===== config.mk =====
export PLATFORM = sky130hd
export DESIGN_NAME = npu_pe_feeder
export DESIGN_NICKNAME = d
export VERILOG_FILES = /design/src/rtl/npu_pkg.sv /design/src/rtl/npu_skew_line.sv /design/src/rtl/npu_pe_feeder.sv
export SDC_FILE = /design/constraint.sdc
export NUM_CORES = 1
export LEC_CHECK = 0
export CELL_PAD_IN_SITES_DETAIL_PLACEMENT = 0
export CELL_PAD_IN_SITES_GLOBAL_PLACEMENT = 2
export CORE_MARGIN = 5
export CORE_UTILIZATION = 32
export CTS_CLUSTER_DIAMETER = 100
export CTS_CLUSTER_SIZE = 20
export DETAILED_ROUTE_END_ITERATION = 6
export PLACE_DENSITY_LB_ADDON = 0.12
export SKIP_LAST_GASP = 1
export SLEW_MARGIN = 20
export SYNTH_ARGS = -nofsm -noshare
export SYNTH_HDL_FRONTEND = slang
export SYNTH_HIERARCHICAL = 1
export SYNTH_SLANG_ARGS = --single-unit

===== constraint.sdc =====
create_clock -name CLK -period 5.2 [get_ports CLK]
set_input_delay 0.52 -clock CLK [delete_from_list [all_inputs] [get_ports CLK]]
set_output_delay 0.52 -clock CLK [all_outputs]
set_load 0.05 [all_outputs]

===== src/rtl/npu_pkg.sv =====
// rtl/npu_pkg.sv - shared NPU datapath widths and feeder state encoding
package npu_pkg;

   localparam int NPU_DATA_W = 16;
   localparam int NPU_ACC_W  = 48;

   typedef enum logic [2:0] {
      ST_IDLE  = 3'd0,
      ST_LOAD  = 3'd1,
      ST_ISSUE = 3'd2,
      ST_DRAIN = 3'd3,
      ST_DONE  = 3'd4
   } feeder_state_e;

endpackage


===== src/rtl/npu_skew_line.sv =====
// rtl/npu_skew_line.sv - resettable fixed-depth register delay line
module npu_skew_line #(
   parameter int WIDTH = 16,
   parameter int DEPTH = 1
) (
   input  logic             clk_i,
   input  logic             rst_i,
   input  logic [WIDTH-1:0] d_i,
   output logic [WIDTH-1:0] q_o
);

   logic [WIDTH-1:0] stage_q [DEPTH];

   // Shift d_i through DEPTH stages; reset empties the whole line at once.
   always_ff @(posedge clk_i or posedge rst_i) begin
      if (rst_i) begin
         for (int i = 0; i < DEPTH; i++) begin
            stage_q[i] <= '0;
         end
      end else begin
         stage_q[0] <= d_i;
         for (int i = 1; i < DEPTH; i++) begin
            stage_q[i] <= stage_q[i-1];
         end
      end
   end

   assign q_o = stage_q[DEPTH-1];

endmodule


===== src/rtl/npu_pe_feeder.sv =====
// rtl/npu_pe_feeder.sv - loads inputs into a PE chain and streams skewed weight rows per neuron
module npu_pe_feeder
   import npu_pkg::*;
#(
   parameter int N_PE   = 4,
   parameter int PE_LAT = 1,
   parameter int ADDR_W = 8
) (
   input  logic                         CLK,
   input  logic                         npu_rst,
   input  logic                         start,
   input  logic [ADDR_W-1:0]            cfg_num_neurons,
   output logic                         busy,
   output logic                         done,
   input  logic                         in_valid,
   output logic                         in_ready,
   input  logic [NPU_DATA_W-1:0]        in_data,
   output logic                         wmem_rd_en,
   output logic [ADDR_W-1:0]            wmem_addr,
   input  logic [N_PE*NPU_DATA_W-1:0]   wmem_rdata,
   input  logic [NPU_ACC_W-1:0]         bias_rdata,
   output logic                         npu_pe_en,
   output logic [N_PE-1:0]              npu_pe_new_input_wren,
   output logic [NPU_DATA_W-1:0]        npu_pe_data_in,
   output logic [N_PE*NPU_DATA_W-1:0]   npu_pe_weight_in,
   output logic [NPU_ACC_W-1:0]         npu_pe_acc_in,
   output logic                         res_valid,
   output logic [ADDR_W-1:0]            res_idx
);

   localparam int LCNT_W    = (N_PE > 1) ? $clog2(N_PE) : 1;
   // rd_vld_q plus this many stages lands on the cycle the last PE holds the sum
   localparam int RES_DEPTH = 1 + N_PE * PE_LAT;

   feeder_state_e             state_q, state_d;
   logic [LCNT_W-1:0]         load_cnt_q, load_cnt_d;
   logic [ADDR_W-1:0]         issue_cnt_q, issue_cnt_d;
   logic [ADDR_W-1:0]         num_q, num_d;
   logic [ADDR_W-1:0]         res_idx_q, res_idx_d;
   logic [N_PE-1:0]           wren_q, wren_d;
   logic [NPU_DATA_W-1:0]     data_q, data_d;
   logic                      zero_done_q, zero_done_d;
   logic                      rd_vld_q;
   logic [N_PE*NPU_DATA_W-1:0] row_masked;
   logic [NPU_ACC_W-1:0]      bias_masked;
   logic                      last_load;
   logic                      last_issue;
   logic                      last_res;

   assign last_load  = (load_cnt_q == LCNT_W'(N_PE - 1));
   assign last_issue = (issue_cnt_q == num_q - ADDR_W'(1));
   assign last_res   = res_valid && (res_idx_q == num_q - ADDR_W'(1));

   // Next-state, counter and load-strobe decisions for the pass sequencer.
   always_comb begin
      state_d     = state_q;
      load_cnt_d  = load_cnt_q;
      issue_cnt_d = issue_cnt_q;
      num_d       = num_q;
      res_idx_d   = res_idx_q;
      wren_d      = '0;
      data_d      = data_q;
      zero_done_d = 1'b0;

      if (res_valid) begin
         res_idx_d = res_idx_q + ADDR_W'(1);
      end

      case (state_q)
         ST_IDLE: begin
            if (start) begin
               num_d       = cfg_num_neurons;
               res_idx_d   = '0;
               load_cnt_d  = '0;
               issue_cnt_d = '0;
               if (cfg_num_neurons != '0) begin
                  state_d = ST_LOAD;
               end else begin
                  zero_done_d = 1'b1;
               end
            end
         end
         ST_LOAD: begin
            if (in_valid) begin
               wren_d     = N_PE'(1) << load_cnt_q;
               data_d     = in_data;
               load_cnt_d = load_cnt_q + LCNT_W'(1);
               if (last_load) begin
                  state_d = ST_ISSUE;
               end
            end
         end
         ST_ISSUE: begin
            issue_cnt_d = issue_cnt_q + ADDR_W'(1);
            if (last_issue) begin
               state_d = ST_DRAIN;
            end
         end
         ST_DRAIN: begin
            if (last_res) begin
               state_d = ST_DONE;
            end
         end
         ST_DONE: begin
            state_d = ST_IDLE;
         end
         default: begin
            state_d = ST_IDLE;
         end
      endcase
   end

   // State, counters and registered PE load outputs; rd_vld_q marks cycles carrying RAM data.
   always_ff @(posedge CLK or posedge npu_rst) begin
      if (npu_rst) begin
         state_q     <= ST_IDLE;
         load_cnt_q  <= '0;
         issue_cnt_q <= '0;
         num_q       <= '0;
         res_idx_q   <= '0;
         wren_q      <= '0;
         data_q      <= '0;
         zero_done_q <= 1'b0;
         rd_vld_q    <= 1'b0;
      end else begin
         state_q     <= state_d;
         load_cnt_q  <= load_cnt_d;
         issue_cnt_q <= issue_cnt_d;
         num_q       <= num_d;
         res_idx_q   <= res_idx_d;
         wren_q      <= wren_d;
         data_q      <= data_d;
         zero_done_q <= zero_done_d;
         rd_vld_q    <= wmem_rd_en;
      end
   end

   assign busy       = (state_q == ST_LOAD) || (state_q == ST_ISSUE) || (state_q == ST_DRAIN);
   assign done       = (state_q == ST_DONE) || zero_done_q;
   assign in_ready   = (state_q == ST_LOAD);
   assign wmem_rd_en = (state_q == ST_ISSUE);
   assign wmem_addr  = wmem_rd_en ? issue_cnt_q : '0;
   assign npu_pe_en  = busy;

   assign npu_pe_new_input_wren = wren_q;
   assign npu_pe_data_in        = data_q;
   assign res_idx               = res_idx_q;

   // Idle cycles push zeros so lanes without a neuron in flight stay quiet.
   assign row_masked  = rd_vld_q ? wmem_rdata : '0;
   assign bias_masked = rd_vld_q ? bias_rdata : '0;

   for (genvar k = 0; k < N_PE; k++) begin : g_lane
      npu_skew_line #(
         .WIDTH (NPU_DATA_W),
         .DEPTH (1 + k * PE_LAT)
      ) u_lane (
         .clk_i (CLK),
         .rst_i (npu_rst),
         .d_i   (row_masked[k*NPU_DATA_W +: NPU_DATA_W]),
         .q_o   (npu_pe_weight_in[k*NPU_DATA_W +: NPU_DATA_W])
      );
   end

   npu_skew_line #(
      .WIDTH (NPU_ACC_W),
      .DEPTH (1)
   ) u_bias (
      .clk_i (CLK),
      .rst_i (npu_rst),
      .d_i   (bias_masked),
      .q_o   (npu_pe_acc_in)
   );

   npu_skew_line #(
      .WIDTH (1),
      .DEPTH (RES_DEPTH)
   ) u_res_pipe (
      .clk_i (CLK),
      .rst_i (npu_rst),
      .d_i   (rd_vld_q),
      .q_o   (res_valid)
   );

endmodule


* Word level (Yosys, flattened, before mapping)
Cells that the tools add are included.
** Operators by class
- Shift-type cells :: 1
- Add/subtract/negate cells :: 4
- Reduce and logical (&&, ||, !) cells :: 13
- Eq/ne operators :: 13
- Mux-type cells :: 23
** Operators by type and width (count)
- two-way mux 64 bit :: 1
- two-way mux 48 bit :: 1
- two-way mux 8 bit :: 5
- two-way mux 3 bit :: 6
- adder 8 x 1 -> 8 bit (second input constant) :: 2
- equality test 8 bit :: 2
- case mux 8 bit (2 select lines) :: 1
- case mux 3 bit (4 select lines) :: 1
- two-way mux 4 bit :: 2
- inequality test 2 bit (second input constant) :: 4
- nonzero test 8 bit :: 1
- subtractor 8 x 1 -> 8 bit (second input constant) :: 1
- equality test 3 x 2 -> 1 bit (second input constant) :: 2
- AND reduction 2 bit :: 3
- AND reduction 6 bit :: 1
- two-way mux 2 bit :: 2
- inequality test 2 x 1 -> 1 bit (second input constant) :: 2
- case mux 2 bit (2 select lines) :: 1
- nonzero test 2 bit :: 2
- << shifter 1 x 2 -> 4 bit (first input constant) :: 1
- equality test 3 x 1 -> 1 bit (second input constant) :: 1
- equality test 3 bit (second input constant) :: 1
- zero test 3 bit :: 1
- logical OR 1 bit :: 3
- 5 further kinds :: 7
** Storage, ports and cells
- Logic and storage cells :: 79
- Bits of input ports :: 140
- Bits in registers :: 264
- Output and inout bits :: 154

* Depth between registers and ports, before layout
Gate-level depths: netlist (run 1).
- Depth in word-level cells :: 5
- Depth in mapped cells :: 8
- Mapped depth without buffers :: 8

* Hierarchy
The synthesis (run 1) kept the hierarchy.
** Modules (own cells, without submodules)
- npu_pe_feeder :: times used 1, area an instance 3387.0 um^2, cells an instance 372, sequential area each 1276.2 um^2
- npu_skew_line (g_lane[3].u_lane) :: times used 1, area an instance 1725.4 um^2, cells an instance 81, sequential area each 1601.5 um^2
- npu_skew_line (g_lane[2].u_lane) :: times used 1, area an instance 1325.0 um^2, cells an instance 65, sequential area each 1201.2 um^2
- npu_skew_line (u_bias) :: times used 1, area an instance 1204.9 um^2, cells an instance 49, sequential area each 1201.2 um^2
- npu_skew_line (g_lane[1].u_lane) :: times used 1, area an instance 924.6 um^2, cells an instance 49, sequential area each 800.8 um^2
- npu_skew_line (g_lane[0].u_lane) :: times used 1, area an instance 404.1 um^2, cells an instance 17, sequential area each 400.4 um^2
- npu_skew_line (u_res_pipe) :: times used 1, area an instance 128.9 um^2, cells an instance 6, sequential area each 125.1 um^2

* Worst setup path before layout (run 1)
OpenSTA, ideal clock, no wires.
- Kind :: flip-flop to output port
- From :: register state_q[2]
- To :: output wmem_addr[0]
- Data required time :: 4680 ps
- Path slack :: 2435 ps
- Cell stages (with the launch flop) :: 7
- Buffers on the path :: 2
- Data arrival time :: 2245 ps
- Cell sequence :: dfrtp_1 -> nand2b_1 -> or2_2 -> clkbuf_1 -> inv_2 -> clkbuf_1 -> and2_1
** On the way
- Word-level cells in the longest chain between the ends :: 2
** Ends and longest elaborated chain
- start, declared :: line npu_pe_feeder.sv:35 : feeder_state_e state_q, state_d;
- start signal, assigned :: line npu_pe_feeder.sv:126 : state_q <= state_d;
- equality test 3 x 2 -> 1 bit :: line npu_pe_feeder.sv:141 : assign wmem_rd_en = (state_q == ST_ISSUE);
- named net wmem_rd_en :: line npu_pe_feeder.sv:18 : output logic wmem_rd_en,
- two-way mux 8 bit :: line npu_pe_feeder.sv:142 : assign wmem_addr = wmem_rd_en ? issue_cnt_q : '0;
- end, declared :: line npu_pe_feeder.sv:19 : output logic [ADDR_W-1:0] wmem_addr,
The timed path passes the listed nets, and every way through them passes these cells.

* Worst setup path in the final report (run 1)
- From :: register state_q[2]
- To :: output wmem_addr[6]
** On the way
- Word-level cells in the longest chain between the ends :: 2
** Ends and longest elaborated chain (line)
- equality test 3 x 2 -> 1 bit :: npu_pe_feeder.sv:141
- two-way mux 8 bit :: npu_pe_feeder.sv:142
Every way passes these cells.

==> summary.md, run 1 <==
| Metric | Value |
|---|---|
| Dominant register cell in the synthesized netlist | dfrtp_1 |
| Width of the die | 179 um |
| Setup bufs post-CTS | 0 |
| Nets | 1031 |
| Register area | 6610 um^2 |
| Family with the most delay on the worst path | buffers and inverters |
| Synth area leaders | dfrtp_1 (73%), and2_1 (8.6%), buf_4 (4.0%) |
| Sequential fraction of the synthesis area | 0.726 |
| Routed WL | 21100 um |
| CTS tree | done |
| Crit path largest cell delay | 0.82 ns |
| Worst skew pair latency | 0.47 ns |
| IO Count | 294 |
| Largest net degree at the start of global routing | 69 |
| Seq cells post-synth | 264 |
| Synth area leader | dfrtp_1 |
| Total CTS buffers | 17 |
| Clk slew on worst S/H paths | 0.08 ns |
| Top cells by count, synth | dfrtp_1 (264), and2_1 (125), buf_4 (49) |
| RSZ-0062 raised after global routing | false |
| Starting density of the core | 0.326 |
| Total power draw | 7.03 mW |
| Path depth of the worst reg2reg path | 8 |
| Share of cells above drive strength 1 | 0.0633 |
| Setup CP Type | reg -> out |
| Via density per instance | 4.16 |
| Post-route clock period utilization | 0.629 |
| Fin cells | 1263 |
| Gate power share | 0.396 |
| Pint | 4.25 mW |
| Maxcap violations | 0 |
| Leakage Power | 5.71 nW |
| CP Launch Point | state_q[2]$_DFFE_PP0P_ |
| Final Core Density | 0.450 |
| Async SR Flop Fraction | 1.00 |
| Routing usage on met3 | 0.0742 |
| Hold-fix buffers at CTS | 0 |
| Post-synth cell types | 47 |
| Final setup vio count | 0 |
| Final hold slack | 0.350 ns |
| Crit path max fanout | 17 |
| Hpwl dp | 15600 um |
| Worst-path cell chain | nand2b_1 > or2_2 > inv_2 > and2_1 > clkdlybuf4s50_1 |
| Synthesized area | 9100 um^2 |
| Slew @ Worst Pin | 0.943 ns |
| DR vias | 5251 |
| Cells after synthesis | 639 |
| HP Class | reg -> reg |
| Flop-to-flop setup slack | 2.75 ns |
| Antenna violations before repair | 0 |
| Fmax achieved | 0.306 GHz |
| YS warnings | 6 |
| Pre-CTS WS | 2.43 ns |
| Met1 Resource Use GR | 0.153 |
| Status | finished, final reports clean |
| Slew Limit Fails | 0 |
| Clock power share | 0.182 |
| WHS Path Cells | 0 |
| Fill count | 2569 |
| Drt first-iter violations | 199 |
| Synth top area share | 0.726 |
| Wire per inst | 16.7 um |
| Post-synth EDFFs | 0 |
| Worst r2r src | num_q[0]$_DFFE_PP0P_ |
| Die area | 31900 um^2 |
| Remaining DRCs | 0 |
| P&R area growth vs syn | 38.1% |
| Sw Share | 0.395 |
| 1st-pass router iterations | 4 |
| Part of the power in registers | 0.421 |
| Startpoint types | register |
| Synth Area per Inst | 14.2 um^2 |
| Switch Pwr | 2.78 mW |
| Crit. End Element | primary output |
| Root Driver | clkbuf_16 |
| Final Hold Viols | 0 |
| Row cnt | 61 |
| Worst rel slew slack | 0.371 |
| Max VDD drop | 338 uV |
| Port bufs | 293 |
| WP buf/inv | 2 |
| Tmin final | 3.27 ns |
| Die H | 179 um |
| Final Cell Area | 12600 um^2 |
| Placed cells | 1243 |
| Area after DPL | 12100 um^2 |
| HP Start | g_lane[3].u_lane/stage_q[22]$_DFF_PP0_ |
| GRT Max-Usage Layer | met2 |
| First-pass GRT wire length | 32700 um |
| CTS sink cnt | 264 |
| CTS resizes | 0 |
| Core Area | 27900 um^2 |
| Syn Nets | 786 |
| Vias in the first global route | 5845 |
| Setup tns final | 0 ns |
| H-tree depth | 1 |
| Hold EP | g_lane[3].u_lane/q_o[6]$_DFF_PP0_ |
| Multi-input logic area | 1990 um^2 |
| GP Congestion | 0.817 |
| WP data required | 4.68 ns |
| Slowest-stage cell, CP | clkdlybuf4s50_1 |
| Deepest clock path buffer count | 3 |
| Setup Skew | 0.00999 ns |
| R2R Path End | state_q[1]$_DFFE_PP0P_ |
| Met2 Resource Use GR | 0.210 |
| GRT overflow | 0 |
| Setup ws final | 1.93 ns |
| Top-count cell post-synth | dfrtp_1 |
| Total track usage | 0.130 |
| Power Dens Cells | 559 nW/um^2 |
| Arrival @ worst endpoint | 2.75 ns |
| Final ANT Viol Nets | 0 |
## layer usage
layer,share of wire,up-vias
met5,0,-
met4,0.020,0
met3,0.14,22
met2,0.45,221
met1,0.39,2552
li1,-,2456
## cells by family after synthesis
group	share of synthesized area
xor+xnor	0.0241
mux	0.0307
buf+inv	0.0562
flops	0.726
simple gates	0.129
compound gates	0.0249
fa+ha+maj	0.00962
## power by group through the flow
stage	clock network [mW]	logic (mW)	registers (mW)
floorplan	0	1.33	3.58
global placement	0	2.81	2.99
detailed placement	0	2.81	3.02
CTS	1.36	2.83	2.98
global route	1.43	2.96	3.04
finish	1.28	2.78	2.96
## area by class of cell
type,instances,share of cell area
well taps,378,0.0376
repair buffers,298,0.236
inverters,13,0.00398
clock buffers,17,0.0339
diodes,1,0.000199
clock inverters,2,0.00368
multi-input cells,290,0.158
flip-flops and latches,264,0.526
## placed cells by master, fill, tap and decap left out, types with 2 or more instances in the layout
cell	instances
ha_1	7
inv_1	7
nand2_1	13
o21ai_0	13
nand3b_1	2
a22o_1	2
or2_2	2
xor2_1	15
a21o_1	2
and3_1	5
nor2_1	20
nand3_1	7
a21oi_1	5
nor3_2	2
clkdlybuf4s50_1	293
inv_2	4
nor2b_1	2
dfrtp_1	263
nand2b_1	3
buf_4	5
or3_1	3
xnor2_1	10
nor4_1	2
and2_1	125
a31oi_1	2
o21ai_1	4
mux2i_1	2
clkbuf_16	17
nand4_1	5
mux2_2	16
mux2_1	7
## worst max-delay path by stage
stage / depth (start not counted) / to / slack, ns
2_1_floorplan: 6 / wmem_addr[0] / 2.44
3_3_place_gp: 5 / wmem_addr[2] / 2.46
3_5_place_dp: 5 / wmem_addr[6] / 2.43
4_1_cts: 5 / wmem_addr[6] / 1.89
5_1_grt: 5 / wmem_addr[6] / 1.77
6_report: 5 / wmem_addr[6] / 1.93
## sequential cells by signal, indices dropped and copies added, names as in the netlist, 4 cells and up
register and cells:
num_q 8, npu_pe_new_input_wren 4, u_bias/q_o 48, issue_cnt_q 8, u_res_pipe/stage_q 4, g_lane.u_lane/q_o 64, res_idx 8, g_lane.u_lane/stage_q 96
npu_pe_data_in 16
## worst reg2reg max path, cell delays in order (launching register included)
cell	delay [ns]
dfrtp_1	0.43
inv_1	0.09
ha_1	0.25
or3b_4	0.41
or3_4	0.36
xor2_1	0.24
o22ai_2	0.12
o41ai_1	0.30
a21oi_1	0.12
(Power assumes the default switching activity.)
==> run 2, diff against run 1 <==
--- a/config.mk
+++ b/config.mk
@@ -8,7 +8,7 @@
 export CELL_PAD_IN_SITES_DETAIL_PLACEMENT = 0
 export CELL_PAD_IN_SITES_GLOBAL_PLACEMENT = 2
 export CORE_MARGIN = 5
-export CORE_UTILIZATION = 32
+export CORE_UTILIZATION = 27
 export CTS_CLUSTER_DIAMETER = 100
 export CTS_CLUSTER_SIZE = 20
 export DETAILED_ROUTE_END_ITERATION = 6
==> constraint.sdc (replaced) <==
create_clock -name CLK -period 2.67 [get_ports CLK]
set_input_delay 0.267 -clock CLK [delete_from_list [all_inputs] [get_ports CLK]]
set_output_delay 0.267 -clock CLK [all_outputs]
set_load 0.05 [all_outputs]
==> run 2 against run 1 <==
Clock-buffer cell count increased by 1. Flip-flop and latch count unchanged. Clock skew increased by 0.012 ns. Global-route usage decreased by 0.75 points. Sequential share of layout area decreased by 0.53 points. Critical path type unchanged. Critical endpoint is now wmem_addr[0].
==> summary.md, run 2 (synthesis results as in run 1) <==
| Metric | Value |
|---|---|
| Power Dens Cells | 1090 nW/um^2 (+95%) |
| Nets | 1035 (+0.39%) |
| Commonest non-fill, non-tap cell in the layout | clkdlybuf4s50_1 |
| GRT overflow | 0 (unchanged) |
| Total track usage | 0.123 (-0.00745) |
| Vias in the first global route | 6119 (+4.7%) |
| Leakage Power | 5.77 nW (+0.98%) |
| Total CTS buffers | 17 (unchanged) |
| Crit. End Element | primary output |
| Slew @ Worst Pin | 0.742 ns (-0.202 ns) |
| Crit path max fanout | 17 (unchanged) |
| First-pass GRT wire length | 36900 um (+13%) |
| R2R Path End | state_q[1]$_DFFE_PP0P_ |
| Starting density of the core | 0.273 (-0.0530) |
| Status | finished, final reports clean |
| CP endpoint | wmem_addr[0] |
| Antenna violations before repair | 2 (+2) |
| Family with the most delay on the worst path | simple AND/OR/NAND/NOR gates |
| Pre-CTS WS | 0.265 ns (-2.17 ns) |
| Setup Skew | 0.0219 ns (+0.0119 ns) |
| Area after DPL | 12200 um^2 (+0.99%) |
| Routed WL | 23500 um (+11%) |
| GP Congestion | 0.757 (-7.3%) |
| Worst r2r src | num_q[0]$_DFFE_PP0P_ |
| Fmax achieved | 0.411 GHz |
| HP Class | in -> async |
| Fin cells | 1338 (+5.9%) |
| Root Driver | clkbuf_16 |
| Core Area | 33400 um^2 (+19%) |
| Arrival @ worst endpoint | 2.16 ns (-0.59 ns) |
| Worst rel slew slack | 0.505 (+0.134) |
| CP Launch Point | state_q[2]$_DFFE_PP0P_ |
| CTS tree | done |
| Most frequent cells in the layout | clkdlybuf4s50_1 (284), dfrtp_1 (263), and2_1 (125), nor2_1 (20), clkbuf_16 (17) |
| RSZ-0062 raised after global routing | false |
| CTS resizes | 0 (unchanged) |
| Setup CP Type | reg -> out |
| Crit path largest cell delay | 0.47 ns (-0.35 ns) |
| Final Hold Viols | 0 (unchanged) |
| Tmin final | 2.43 ns |
| Final setup vio count | 0 (unchanged) |
| Die area | 37500 um^2 (+17%) |
| Port bufs | 293 (unchanged) |
| Final ANT Viol Nets | 0 (unchanged) |
| Setup tns final | 0 ns (unchanged) |
| Setup bufs post-CTS | 0 (unchanged) |
| WP buf/inv | 2 (unchanged) |
| Width of the die | 194 um (+8.4%) |
| Hpwl dp | 17300 um (+11%) |
| Post-route clock period utilization | 0.910 |
| Max reg flops | 96 (unchanged) |
| N_diodes | 0 (-1) |
| P&R area growth vs syn | 39.5% |
| Path depth of the worst reg2reg path | 8 (unchanged) |
| 1st-pass router iterations | 4 (unchanged) |
| Worst skew pair latency | 0.50 ns (+0.03 ns) |
| Final Core Density | 0.380 (-0.0693) |
| Via density per instance | 4.02 (-3.4%) |
| Share of cells above drive strength 1 | 0.0787 (+0.0153) |
| WP data required | 2.40 ns (-2.28 ns) |
| CTS sink cnt | 264 (unchanged) |
| Worst-path cell chain | nand2b_1 > or2_2 > inv_2 > and2_1 > buf_4 |
| Deepest clock path buffer count | 3 (unchanged) |
| Clk slew on worst S/H paths | 0.09 ns (about the same) |
| Max VDD drop | 473 uV (+40%) |
| Flop-to-flop setup slack | 0.26 ns (-2.49 ns) |
| Slowest-stage cell, CP | dfrtp_1 |
| Drt first-iter violations | 263 (+32%) |
| Slew Limit Fails | 0 (unchanged) |
| Wire per inst | 17.5 um (+5.2%) |
| Placed cells | 1317 (+6.0%) |
| Largest net degree at the start of global routing | 72 (+4.3%) |
| H-tree depth | 1 (unchanged) |
| Reg with most FFs | g_lane.u_lane/stage_q |
| Remaining DRCs | 0 (unchanged) |
| IO Count | 294 (unchanged) |
| Worst path depth | 5 (unchanged) |
| Startpoint types | register |
| Row cnt | 67 (+9.8%) |
| DR vias | 5374 (+2.3%) |
| Setup ws final | 0.239 ns (-1.69 ns) |
| Hold-fix buffers at CTS | 0 (unchanged) |
| Final Cell Area | 12700 um^2 (+1.0%) |
| Maxcap violations | 0 (unchanged) |
| Die H | 194 um (+8.4%) |
[run 2: metal layers]
metal  vias to the layer above  track usage  routed length (um)
met4                         4       0.0262                 488
met2                       177        0.213               11600
li1                       2468            -                   -
met3                        32       0.0517                2180
met1                      2693        0.144                9210
met5                         -            0                  27
[run 2: worst min path at each step]
stage	from	to	slack, ns	cells past startpoint
floorplan	npu_rst	u_res_pipe/q_o$_DFF_PP0_	0.05	1
global placement	g_lane[1].u_lane/stage_q[20]$_DFF_PP0_	g_lane[1].u_lane/q_o[4]$_DFF_PP0_	0.33	0
detailed placement	g_lane[2].u_lane/stage_q[31]$_DFF_PP0_	g_lane[2].u_lane/q_o[15]$_DFF_PP0_	0.33	0
CTS	wmem_rdata[38]	g_lane[2].u_lane/stage_q[38]$_DFF_PP0_	0.30	2
global route	bias_rdata[35]	u_bias/q_o[35]$_DFF_PP0_	0.31	2
finish	npu_rst	u_res_pipe/stage_q[4]$_DFF_PP0_	0.30	2
[run 2: through the flow]
step	total power, mW	hold WS (ns)
floorplan	9.57	0.0455
global placement	11.4	0.331
detailed placement	11.4	0.335
CTS	14.1	0.304
global route	14.6	0.310
finish	13.8	0.303
[run 2: layout make-up]
type	instances	area, um^2
sequential	264	6610
clock inverter	3	55.1
clock buffer	18	429
tap	448	561
fill	3279	20700
timing repair buffer	302	3000
multi-input combinational	290	1990
inverter	13	48.8
[run 2: report_power, final]
group / total, mW / switching (mW) / internal [mW]
combinational: 5.46 / 3.47 / 1.99
sequential: 5.79 / 0.733 / 5.06
clock: 2.60 / 1.33 / 1.26
total: 13.8 / 5.54 / 8.31
